## src/rtl/perf_event_counter_bank_if.sv

```systemverilog
// Control, event and read-port bundle for perf_event_counter_bank.
// master drives events/requests and receives counts; slave is the counter bank.
interface perf_event_counter_bank_if #(
  parameter int NUM_CH = 6,
  parameter int CNT_W  = 32
);
  localparam int SEL_W = $clog2(NUM_CH + 1);

  logic              en;
  logic              clr;
  logic              halt;
  logic [NUM_CH-1:0] event_in;
  logic              snap_req;
  logic              rd_en;
  logic [SEL_W-1:0]  rd_sel;
  logic              rd_shadow;
  logic [CNT_W-1:0]  rd_data;
  logic              rd_valid;
  logic [NUM_CH:0]   ovf;
  logic [CNT_W-1:0]  cycle_count;
  logic              halted;
  logic              snap_done;

  modport master (
    output en, clr, halt, event_in, snap_req, rd_en, rd_sel, rd_shadow,
    input  rd_data, rd_valid, ovf, cycle_count, halted, snap_done
  );

  modport slave (
    input  en, clr, halt, event_in, snap_req, rd_en, rd_sel, rd_shadow,
    output rd_data, rd_valid, ovf, cycle_count, halted, snap_done
  );
endinterface

```

## src/rtl/perf_event_counter_bank.sv

```systemverilog
// NUM_CH event counters plus a cycle counter, with halt freeze, snapshot shadow bank and read port.
// Read latency 1 cycle; no backpressure, one read accepted per cycle, snapshots acknowledged next cycle.
module perf_event_counter_bank #(
  parameter int NUM_CH   = 6,
  parameter int CNT_W    = 32,
  parameter int SAT_MODE = 0
) (
  input logic clk,
  input logic rst,
  perf_event_counter_bank_if.slave bus
);
  localparam int SEL_W = $clog2(NUM_CH + 1);
  localparam int NCNT  = NUM_CH + 1;
  localparam logic [SEL_W-1:0] CYC_SEL = SEL_W'(NUM_CH);

  logic [CNT_W-1:0] liveCnt   [NCNT];
  logic [CNT_W-1:0] shadowCnt [NCNT];
  logic [NCNT-1:0]  incVec;
  logic [NCNT-1:0]  ovfReg;
  logic             cntActive;
  logic             haltedReg;
  logic             snapDoneReg;
  logic [CNT_W-1:0] rdMux;
  logic [CNT_W-1:0] rdDataReg;
  logic             rdValidReg;

  assign cntActive = bus.en & ~haltedReg;
  // Top bit of the increment vector is the cycle counter.
  assign incVec    = cntActive ? {1'b1, bus.event_in} : '0;

  always_ff @(posedge clk or negedge rst) begin
    if (!rst) begin
      for (int i = 0; i < NCNT; i++) liveCnt[i] <= '0;
      ovfReg <= '0;
    end else if (bus.clr) begin
      for (int i = 0; i < NCNT; i++) liveCnt[i] <= '0;
      ovfReg <= '0;
    end else begin
      for (int i = 0; i < NCNT; i++) begin
        if (incVec[i]) begin
          if (&liveCnt[i]) begin
            ovfReg[i]  <= 1'b1;
            liveCnt[i] <= (SAT_MODE != 0) ? liveCnt[i] : '0;
          end else begin
            liveCnt[i] <= liveCnt[i] + CNT_W'(1);
          end
        end
      end
    end
  end

  // Shadow captures the pre-increment live value.
  always_ff @(posedge clk or negedge rst) begin
    if (!rst) begin
      for (int i = 0; i < NCNT; i++) shadowCnt[i] <= '0;
    end else if (bus.clr) begin
      for (int i = 0; i < NCNT; i++) shadowCnt[i] <= '0;
    end else if (bus.snap_req) begin
      for (int i = 0; i < NCNT; i++) shadowCnt[i] <= liveCnt[i];
    end
  end

  always_ff @(posedge clk or negedge rst) begin
    if (!rst) begin
      haltedReg   <= 1'b0;
      snapDoneReg <= 1'b0;
    end else begin
      snapDoneReg <= bus.snap_req & ~bus.clr;
      if (bus.clr)
        haltedReg <= 1'b0;
      else if (bus.halt && cntActive)
        haltedReg <= 1'b1;
    end
  end

  always_comb begin
    rdMux = '0;
    if (bus.rd_sel <= CYC_SEL)
      rdMux = bus.rd_shadow ? shadowCnt[bus.rd_sel] : liveCnt[bus.rd_sel];
  end

  // Read path ignores clr so a same-cycle read returns the pre-clear value.
  always_ff @(posedge clk or negedge rst) begin
    if (!rst) begin
      rdDataReg  <= '0;
      rdValidReg <= 1'b0;
    end else begin
      rdValidReg <= bus.rd_en;
      if (bus.rd_en)
        rdDataReg <= rdMux;
    end
  end

  assign bus.rd_data     = rdDataReg;
  assign bus.rd_valid    = rdValidReg;
  assign bus.ovf         = ovfReg;
  assign bus.cycle_count = liveCnt[NUM_CH];
  assign bus.halted      = haltedReg;
  assign bus.snap_done   = snapDoneReg;
endmodule

```

## src/flat_wrapper.sv

```systemverilog
// flat-port wrapper written by rule: the top's interface ports become plain ports
module perf_event_counter_bank_flat 
#(
  parameter int NUM_CH   = 6,
  parameter int CNT_W    = 32,
  parameter int SAT_MODE = 0
)
  (clk, rst, bus_en, bus_clr, bus_halt, bus_event_in, bus_snap_req, bus_rd_en, bus_rd_sel, bus_rd_shadow, bus_rd_data, bus_rd_valid, bus_ovf, bus_cycle_count, bus_halted, bus_snap_done);
  perf_event_counter_bank_if #(.NUM_CH(NUM_CH), .CNT_W(CNT_W)) bus_i ();
  input logic clk;
  input logic rst;
  input wire logic [$bits(bus_i.en)-1:0] bus_en;
  input wire logic [$bits(bus_i.clr)-1:0] bus_clr;
  input wire logic [$bits(bus_i.halt)-1:0] bus_halt;
  input wire logic [$bits(bus_i.event_in)-1:0] bus_event_in;
  input wire logic [$bits(bus_i.snap_req)-1:0] bus_snap_req;
  input wire logic [$bits(bus_i.rd_en)-1:0] bus_rd_en;
  input wire logic [$bits(bus_i.rd_sel)-1:0] bus_rd_sel;
  input wire logic [$bits(bus_i.rd_shadow)-1:0] bus_rd_shadow;
  output wire logic [$bits(bus_i.rd_data)-1:0] bus_rd_data;
  output wire logic [$bits(bus_i.rd_valid)-1:0] bus_rd_valid;
  output wire logic [$bits(bus_i.ovf)-1:0] bus_ovf;
  output wire logic [$bits(bus_i.cycle_count)-1:0] bus_cycle_count;
  output wire logic [$bits(bus_i.halted)-1:0] bus_halted;
  output wire logic [$bits(bus_i.snap_done)-1:0] bus_snap_done;
  assign bus_i.en = bus_en;
  assign bus_i.clr = bus_clr;
  assign bus_i.halt = bus_halt;
  assign bus_i.event_in = bus_event_in;
  assign bus_i.snap_req = bus_snap_req;
  assign bus_i.rd_en = bus_rd_en;
  assign bus_i.rd_sel = bus_rd_sel;
  assign bus_i.rd_shadow = bus_rd_shadow;
  assign bus_rd_data = bus_i.rd_data;
  assign bus_rd_valid = bus_i.rd_valid;
  assign bus_ovf = bus_i.ovf;
  assign bus_cycle_count = bus_i.cycle_count;
  assign bus_halted = bus_i.halted;
  assign bus_snap_done = bus_i.snap_done;
  perf_event_counter_bank #(.NUM_CH(NUM_CH), .CNT_W(CNT_W), .SAT_MODE(SAT_MODE)) u_core (.clk(clk), .rst(rst), .bus(bus_i));
endmodule
```

## config.mk

```make
export PLATFORM = sky130hd
export DESIGN_NAME = perf_event_counter_bank_flat
export DESIGN_NICKNAME = d
export VERILOG_FILES = /design/src/rtl/perf_event_counter_bank_if.sv /design/src/rtl/perf_event_counter_bank.sv /design/src/flat_wrapper.sv
export SDC_FILE = /design/constraint.sdc
export NUM_CORES = 1
export LEC_CHECK = 0
export ABC_AREA = 1
export BUFFER_PORTS_ARGS = -buffer_cell sky130_fd_sc_hd__buf_4
export CELL_PAD_IN_SITES_DETAIL_PLACEMENT = 1
export CELL_PAD_IN_SITES_GLOBAL_PLACEMENT = 1
export CORE_MARGIN = 1.5
export CORE_UTILIZATION = 30
export CTS_BUF_LIST = sky130_fd_sc_hd__clkbuf_8 sky130_fd_sc_hd__clkbuf_16
export CTS_CLUSTER_SIZE = 40
export DETAILED_ROUTE_END_ITERATION = 10
export GPL_TIMING_DRIVEN = 1
export HOLD_SLACK_MARGIN = 0.02
export PLACE_DENSITY = 0.66
export SLEW_MARGIN = 25
export SYNTH_ARGS = -nofsm -noshare
export SYNTH_HDL_FRONTEND = slang
export SYNTH_SLANG_ARGS = --single-unit
```

## constraint.sdc

```tcl
create_clock -name clk -period 2.6 [get_ports clk]
set_input_delay 0.26 -clock clk [delete_from_list [all_inputs] [get_ports clk]]
set_output_delay 0.26 -clock clk [all_outputs]
set_load 0.005 [all_outputs]
```

==> results of run 1 <==
==> worst paths after layout <==
path	from	endpoint	slack, ns	cells after the start
min in group asynchronous	rst	u_core.liveCnt[180]$_DFFE_PN0P_	0.14	2
max in group asynchronous	rst	u_core.liveCnt[56]$_DFFE_PN0P_	1.62	3
min reg2reg	u_core.bus.rd_data[5]$_DFFE_PN0P_	u_core.bus.rd_data[5]$_DFFE_PN0P_	0.49	2
min	bus_event_in[1]	u_core.liveCnt[190]$_DFFE_PN0P_	0.06	4
max reg2reg	u_core.bus.halted$_DFFE_PN0P_	u_core.bus.cycle_count[5]$_DFFE_PN0P_	0.46	7
max	u_core.bus.halted$_DFFE_PN0P_	u_core.bus.cycle_count[5]$_DFFE_PN0P_	0.46	7
==> cell type report <==
cell class | instances | area share, %
flip-flops and latches | 490 | 37.9
inverters | 459 | 5.38
well taps | 1254 | 4.85
clock inverters | 36 | 0.990
repair buffers | 212 | 5.86
multi-input cells | 2800 | 39.8
diodes | 1 | 0.00773
clock buffers | 74 | 5.20
==> routing by layer <==
metal	track usage (%)	vias up	share of wire (%)
met2	36.9	767	42
met1	37.1	13600	48
met3	3.40	151	5.6
met5	0	-	0
li1	-	12800	-
met4	8.48	0	3.6
==> Yosys cell counts, types with 5 or more instances <==
library cell	n
o21ai_1	17
dfrtp_1	490
nand4_1	151
inv_1	442
buf_1	28
buf_6	24
clkbuf_1	58
nand2_4	6
xor2_1	83
buf_4	45
nand2_2	19
nor2_2	22
nand2_1	1249
o21ai_0	91
a21oi_1	22
nand3_2	5
o22ai_1	135
buf_2	67
inv_2	13
nand3_1	495
nor2_4	13
nor3_1	10
nor2_1	455
ha_1	7
==> layout by cell type, fill, tap and decap left out, types with 19 or more instances in the layout <==
cell	n
a21oi_1	22
buf_12	23
buf_4	184
clkbuf_16	59
dfrtp_1	490
inv_1	454
nand2_1	1248
nand2_2	19
nand3_1	495
nand4_1	151
nor2_1	454
nor2_2	22
o21ai_0	91
o22ai_1	135
xor2_1	83
==> through the flow <==
stage	power (mW)	hold WS, ns	instance area (um2)	setup slack (ns)	instances
finish	18.4	0.0554	32400	0.465	5326
global route	19.0	0.0596	32400	0.245	5325
CTS	18.6	0.0324	32400	0.478	5325
detailed placement	9.84	0.215	30300	0.503	5211
global placement	9.83	0.203	30300	0.481	5211
floorplan	8.92	-0.0356	28100	0.994	3971
==> worst register-to-register path: cells and delay by family (launching register included) <==
family                 cells  cell delay, ns
XOR/XNOR                   1            0.40
buffers and inverters      1            0.12
flip-flops                 1            0.43
AND/OR/NAND/NOR            5            1.07
==> cells by family after synthesis <==
family	after synthesis	synth area share (%)
buffers and inverters	681	10.6
AND/OR/NAND/NOR	2436	37.3
XOR/XNOR	84	2.61
adder cells (fa/ha/maj)	7	0.311
flip-flops	490	43.6
AO/OA/AOI/OAI	273	5.59
==> flip-flops by register name, summed over array words and instances, names as in the netlist <==
signal / cells
u_core.shadowCnt: 224
u_core.liveCnt: 192
u_core.bus.rd_data: 32
u_core.bus.snap_done: 1
u_core.bus.rd_valid: 1
u_core.bus.cycle_count: 32
u_core.bus.halted: 1
u_core.bus.ovf: 7
==> report_power, final <==
group / leakage [nW] / switching, mW / total, mW / internal, mW
Clock: 1.06 / 3.68 / 8.73 / 5.05
Sequential: 6.78 / 0.124 / 7.88 / 7.76
Combinational: 6.92 / 1.32 / 1.83 / 0.505
Total: 14.8 / 5.13 / 18.4 / 13.3
==> timing repair <==
action                                 in CTS  in global routing
endpoints found under the hold margin     452                  0
setup endpoints to repair                   0                  0
hold buffers                                4                  0
==> flow_summary.ini, run 1 <==
[synthesis]
synth_seq_cells = 490
syn-cell-area_mm2 = 0.0281
synth_area_leader_cell = dfrtp_1
syn_area_per_cell_um2 = 7.08
synth_cell_type_count = 38
syn-num-nets = 3995
synth.area.top_cells = dfrtp_1 44%, nand2_1 17%, nand3_1 8.8%
synth_top_area_share_pct = 43.6
synthArstFlopShare_pct = 100
yosys_warnings = 0
ys_seq_area_share_pct = 43.6
synth_enable_flop_cells = 0
synth_flop_cell = dfrtp_1
synthCells = 3971

[sta]
hold_viol = 0
setup_tns_ns = 0
fin_skew_ns = 0.0331
max_slew_margin_pct = 30.1
period_needed_ns = 2.14
max_freq_mhz = 468
setup_viol = 0
report.final.slew_viol_count = 0
finalCritPeriodShare_pct = 82.1
rsz0062_at_grt = no
worst_slew_pin_slew_ns = 1.05

[setup_path]
path_class = register to register
worst_ep_required_time_ns = 3.13
critical_path.cell_chain = inv_2, nand2_1, nand2_2, nand2_1, nor3_1, xor2_1, nor2_1
critical-path-slowest-cell = dfrtp_1
crit_fanout = 9
critPathTopFamily = simple AND/OR/NAND/NOR gates
worstPathArrival_ns = 2.67
cpPeakStageDelay_ns = 0.43
crit_path_frequent_cell = nand2_1
critPathBufInv = 1
start_kind = register
endpoint_kind = register

[layout]
area_growth_pct = 15.0
fill_cells = 11700
final_nets = 4046
drive_above_1_share_pct = 9.70
seqCellArea_mm2 = 0.0123
multi_input_area_mm2 = 0.0129
fin_util_pct = 34.8

[clocking]
postCtsResizedCells = 0
clk_path_buf_depth = 3
cts_tree = done
root_buffer = clkbuf_16
clk_pin_slew_ns = 0.06
insertion_delay_ns = 0.67
cts.sinks = 490
cts_buffers = 59
cts_setup_buffers = 0
htree_levels = 2

[pwr]
powerDensity_mw_per_mm2 = 570
leakage_nw = 14.8
ir_worst_vdd_v = 0.000497

[placement]
portBuffers = 90
gp_congestion = 0.930
dp_hpwl_um = 89000

[routing]
vias_per_cell = 5.13
drt_iter0_drc = 2251
drt-total-wl_um = 119000
vias = 27300
ant_nets = 0
wire_per_inst_um = 22.4
post-route-drc-count = 0
drtPass1Iterations = 5

[floorplanning]
die_h_um = 309
rows = 112
die-area_mm2 = 0.0956
pin_count = 91
core_area_mm2 = 0.0930
floorplan.initialDensity_pct = 30.2
die_w_um = 309

[global_routing]
grt_max_degree = 81
grt_pass1_vias = 27500
antenna_found_initial = 3
grt_pass1_wl_um = 180000
grt_usage_pct = 25.0
grt-ovfl-total = 0

[worst_hold_path]
min_path_type = primary input to register

[run_status]
status = finished clean

[flow_run]
drv_cap = 0
Note: power is estimated with default switching activity, not from simulation.
==> run 2, diff against run 1 <==
--- a/config.mk
+++ b/config.mk
@@ -5,7 +5,7 @@
 export SDC_FILE = /design/constraint.sdc
 export NUM_CORES = 1
 export LEC_CHECK = 0
-export ABC_AREA = 1
+export ABC_AREA = 0
 export BUFFER_PORTS_ARGS = -buffer_cell sky130_fd_sc_hd__buf_4
 export CELL_PAD_IN_SITES_DETAIL_PLACEMENT = 1
 export CELL_PAD_IN_SITES_GLOBAL_PLACEMENT = 1
@@ -16,7 +16,7 @@
 export DETAILED_ROUTE_END_ITERATION = 10
 export GPL_TIMING_DRIVEN = 1
 export HOLD_SLACK_MARGIN = 0.02
-export PLACE_DENSITY = 0.66
+export PLACE_DENSITY = 0.65
 export SLEW_MARGIN = 25
 export SYNTH_ARGS = -nofsm -noshare
 export SYNTH_HDL_FRONTEND = slang
==> constraint.sdc (replaced) <==
create_clock -name clk -period 1.8 [get_ports clk]
set_input_delay 0.18 -clock clk [delete_from_list [all_inputs] [get_ports clk]]
set_output_delay 0.18 -clock clk [all_outputs]
set_load 0.005 [all_outputs]
==> run 2 against run 1 <==
The flow now finishes with violations (negative setup slack). First-iteration DRC count shrank 28%. Sequential share of layout area shrank 3.8 points. Flip-flop and latch count is the same. Largest cell class unchanged. Highest routed layer unchanged.
==> flow_summary.ini, run 2 <==
[floorplanning]
rows = 107
die_h_um = 297
pin_count = 91
core_area_mm2 = 0.0854
floorplan.initialDensity_pct = 30.4
die_w_um = 297
die-area_mm2 = 0.0882

[setup_path]
critPathBufInv = 2
path_depth = 7
r2r_cells = 7
worstPathArrival_ns = 2.66
path_class = register to register
critical-path-slowest-cell = or4_4
r2r-end = u_core.liveCnt[175]$_DFFE_PN0P_
endpoint_kind = register
cpPeakStageDelay_ns = 0.46
crit_fanout = 5
reg2reg_slack_ns = -0.37
start_kind = register
worst_ep_required_time_ns = 2.29
critical_path.cell_chain = nand4_1, or3_4, or4_4, o21ai_4, buf_6, clkbuf_16, nor2_4
r2r_start = u_core.liveCnt[175]$_DFFE_PN0P_
critPathTopFamily = simple AND/OR/NAND/NOR gates

[global_routing]
grt_pass1_vias = 23500
grt_pass1_wl_um = 146000
met2_usage_pct = 36.4
grt_max_degree = 94
antenna_found_initial = 1
grt_usage_pct = 21.1
grt-ovfl-total = 0
use_met1_pct = 27.7
grtUsageMet3_pct = 2.83
top_usage_layer = met2

[synthesis]
synth_flop_cell = dfrtp_1
synth.area.top_cells = dfrtp_1 47%, mux2i_1 12%, nor2_1 7.5%
synth_common_cells = 517 x nor2_1, 490 x dfrtp_1, 320 x mux2i_1
synth_area_leader_cell = dfrtp_1
syn-num-nets = 2553
synth_cell_type_count = 62
syn_area_per_cell_um2 = 10.3
synth_enable_flop_cells = 0
synthArstFlopShare_pct = 100
yosysMostFrequentCell = nor2_1
syn-cell-area_mm2 = 0.0259
synth_top_area_share_pct = 47.3
synth_seq_cells = 490
ys_seq_area_share_pct = 47.3
yosys_warnings = 0
synthCells = 2529

[sta]
fin_skew_ns = 0.0158
hold_viol = 0
setup_tns_ns = -33.44
fin_ws_ns = -0.373
period_needed_ns = 2.17
finalCritPeriodShare_pct = 121
max_freq_mhz = 460
max_slew_margin_pct = 44.6
worst_slew_pin_slew_ns = 0.831
report.final.slew_viol_count = 0
setup_viol = 200
rsz0062_at_grt = yes

[run_status]
violations = negative setup slack
status = finished with violations

[layout]
top_regs = u_core.shadowCnt (224), u_core.liveCnt (192)
fill_cells = 9332
finalNonFillerCells = 4192
final_nets = 3029
area_growth_pct = 38.8
multi_input_area_mm2 = 0.0145
seqCellArea_mm2 = 0.0123
drive_above_1_share_pct = 36.3
largest-register = u_core.shadowCnt
final_cell_mix = 501 x buf_4, 490 x dfrtp_1, 362 x nor2_1
antennaDiodeCount = 0
largest_reg_flops = 224
final_common_cell = buf_4
fin_util_pct = 42.1

[flow_run]
drv_cap = 0

[clocking]
cts.sinks = 490
root_buffer = clkbuf_16
clk_path_buf_depth = 3
cts_buffers = 56
clk_pin_slew_ns = 0.06
insertion_delay_ns = 0.61
htree_levels = 2
cts_tree = done

[routing]
drt-total-wl_um = 101000
drt_iter0_drc = 1615
wire_per_inst_um = 24.0
ant_nets = 0
drtPass1Iterations = 5
post-route-drc-count = 0
vias_per_cell = 5.33
vias = 22300

[pwr]
ir_worst_vdd_v = 0.000546
powerDensity_mw_per_mm2 = 681
leakage_nw = 16.2
finalPower_mw = 24.5

[worst_hold_path]
min_path_type = primary input to asynchronous set/reset pin

[placement]
dp_hpwl_um = 68000
gp_congestion = 0.870
place_ws_ns = -0.315
dp_cells = 3983
portBuffers = 90
run 2: per-layer routing:
| metal | part of all wire, % | wire length [um] | vias to the layer above |
|---|---|---|---|
| met1 | 42 | 42500 | 11800 |
| li1 | - | - | 9752 |
| met2 | 50 | 50200 | 586 |
| met3 | 4.2 | 4210 | 208 |
| met5 | 0 | 0 | - |
| met4 | 3.8 | 3800 | 0 |
run 2: worst max path at each step:
stage                                     from                                      to  slack (ns)
2_1_floorplan  u_core.liveCnt[173]$_DFFE_PN0P_         u_core.liveCnt[183]$_DFFE_PN0P_       -0.16
3_3_place_gp     u_core.bus.halted$_DFFE_PN0P_  u_core.bus.cycle_count[31]$_DFFE_PN0P_       -0.28
3_5_place_dp    u_core.liveCnt[32]$_DFFE_PN0P_          u_core.liveCnt[62]$_DFFE_PN0P_       -0.31
4_1_cts          u_core.bus.halted$_DFFE_PN0P_          u_core.liveCnt[57]$_DFFE_PN0P_       -0.18
5_1_grt        u_core.liveCnt[175]$_DFFE_PN0P_         u_core.liveCnt[175]$_DFFE_PN0P_       -0.40
6_report       u_core.liveCnt[175]$_DFFE_PN0P_         u_core.liveCnt[175]$_DFFE_PN0P_       -0.37
run 2: worst register-to-register path, delay by kind of cell (launching register included):
family | cells | cell delay [ns]
flip-flops | 1 | 0.40
AND/OR/NAND/NOR | 4 | 1.10
AO/OA/AOI/OAI | 1 | 0.21
buffers and inverters | 2 | 0.33
run 2: cells by family after synthesis:
| family | Yosys count | synth area share [%] |
|---|---|---|
| buffers and inverters | 251 | 4.40 |
| adders and majority gates | 7 | 0.338 |
| muxes | 384 | 17.9 |
| xor gates and xnor gates | 193 | 6.52 |
| AOI/OAI and AO/OA | 224 | 5.88 |
| DFF | 490 | 47.3 |
| and+or+nand+nor | 980 | 17.7 |
run 2: power by group:
part | switching [mW] | internal, mW | leakage (nW) | total, mW
registers | 0.0639 | 11.1 | 6.82 | 11.1
logic | 1.31 | 0.841 | 8.38 | 2.15
clock network | 4.85 | 6.36 | 0.948 | 11.2
total | 6.22 | 18.3 | 16.2 | 24.5
run 2: area by class of cell:
class                           count  share of cell area [%]
Clock inverter                     31                   0.445
Multi-Input combinational cell   1788                    40.3
Sequential cell                   490                    34.1
Inverter                           48                   0.500
Clock buffer                       70                    4.46
Timing Repair Buffer              621                    16.2
Tap cell                         1144                    3.98
run 2: repair_timing:
item / 4_1_cts / 5_1_grt
hold buffers: 8 / 0
setup buffers: 36 / 50
gates cloned: 7 / 18
endpoints found under the hold margin: 516 / 0
endpoints found under the setup margin: 212 / 219
resized for setup: 143 / 362
pin swaps: 50 / 119
run 2: stage by stage:
step           instance area, um2  hold WS [ns]
2_1_floorplan               26100        -0.116
3_3_place_gp                31000         0.130
3_5_place_dp                31000         0.131
4_1_cts                     33800        0.0692
5_1_grt                     36000        0.0937
6_report                    36000        0.0937
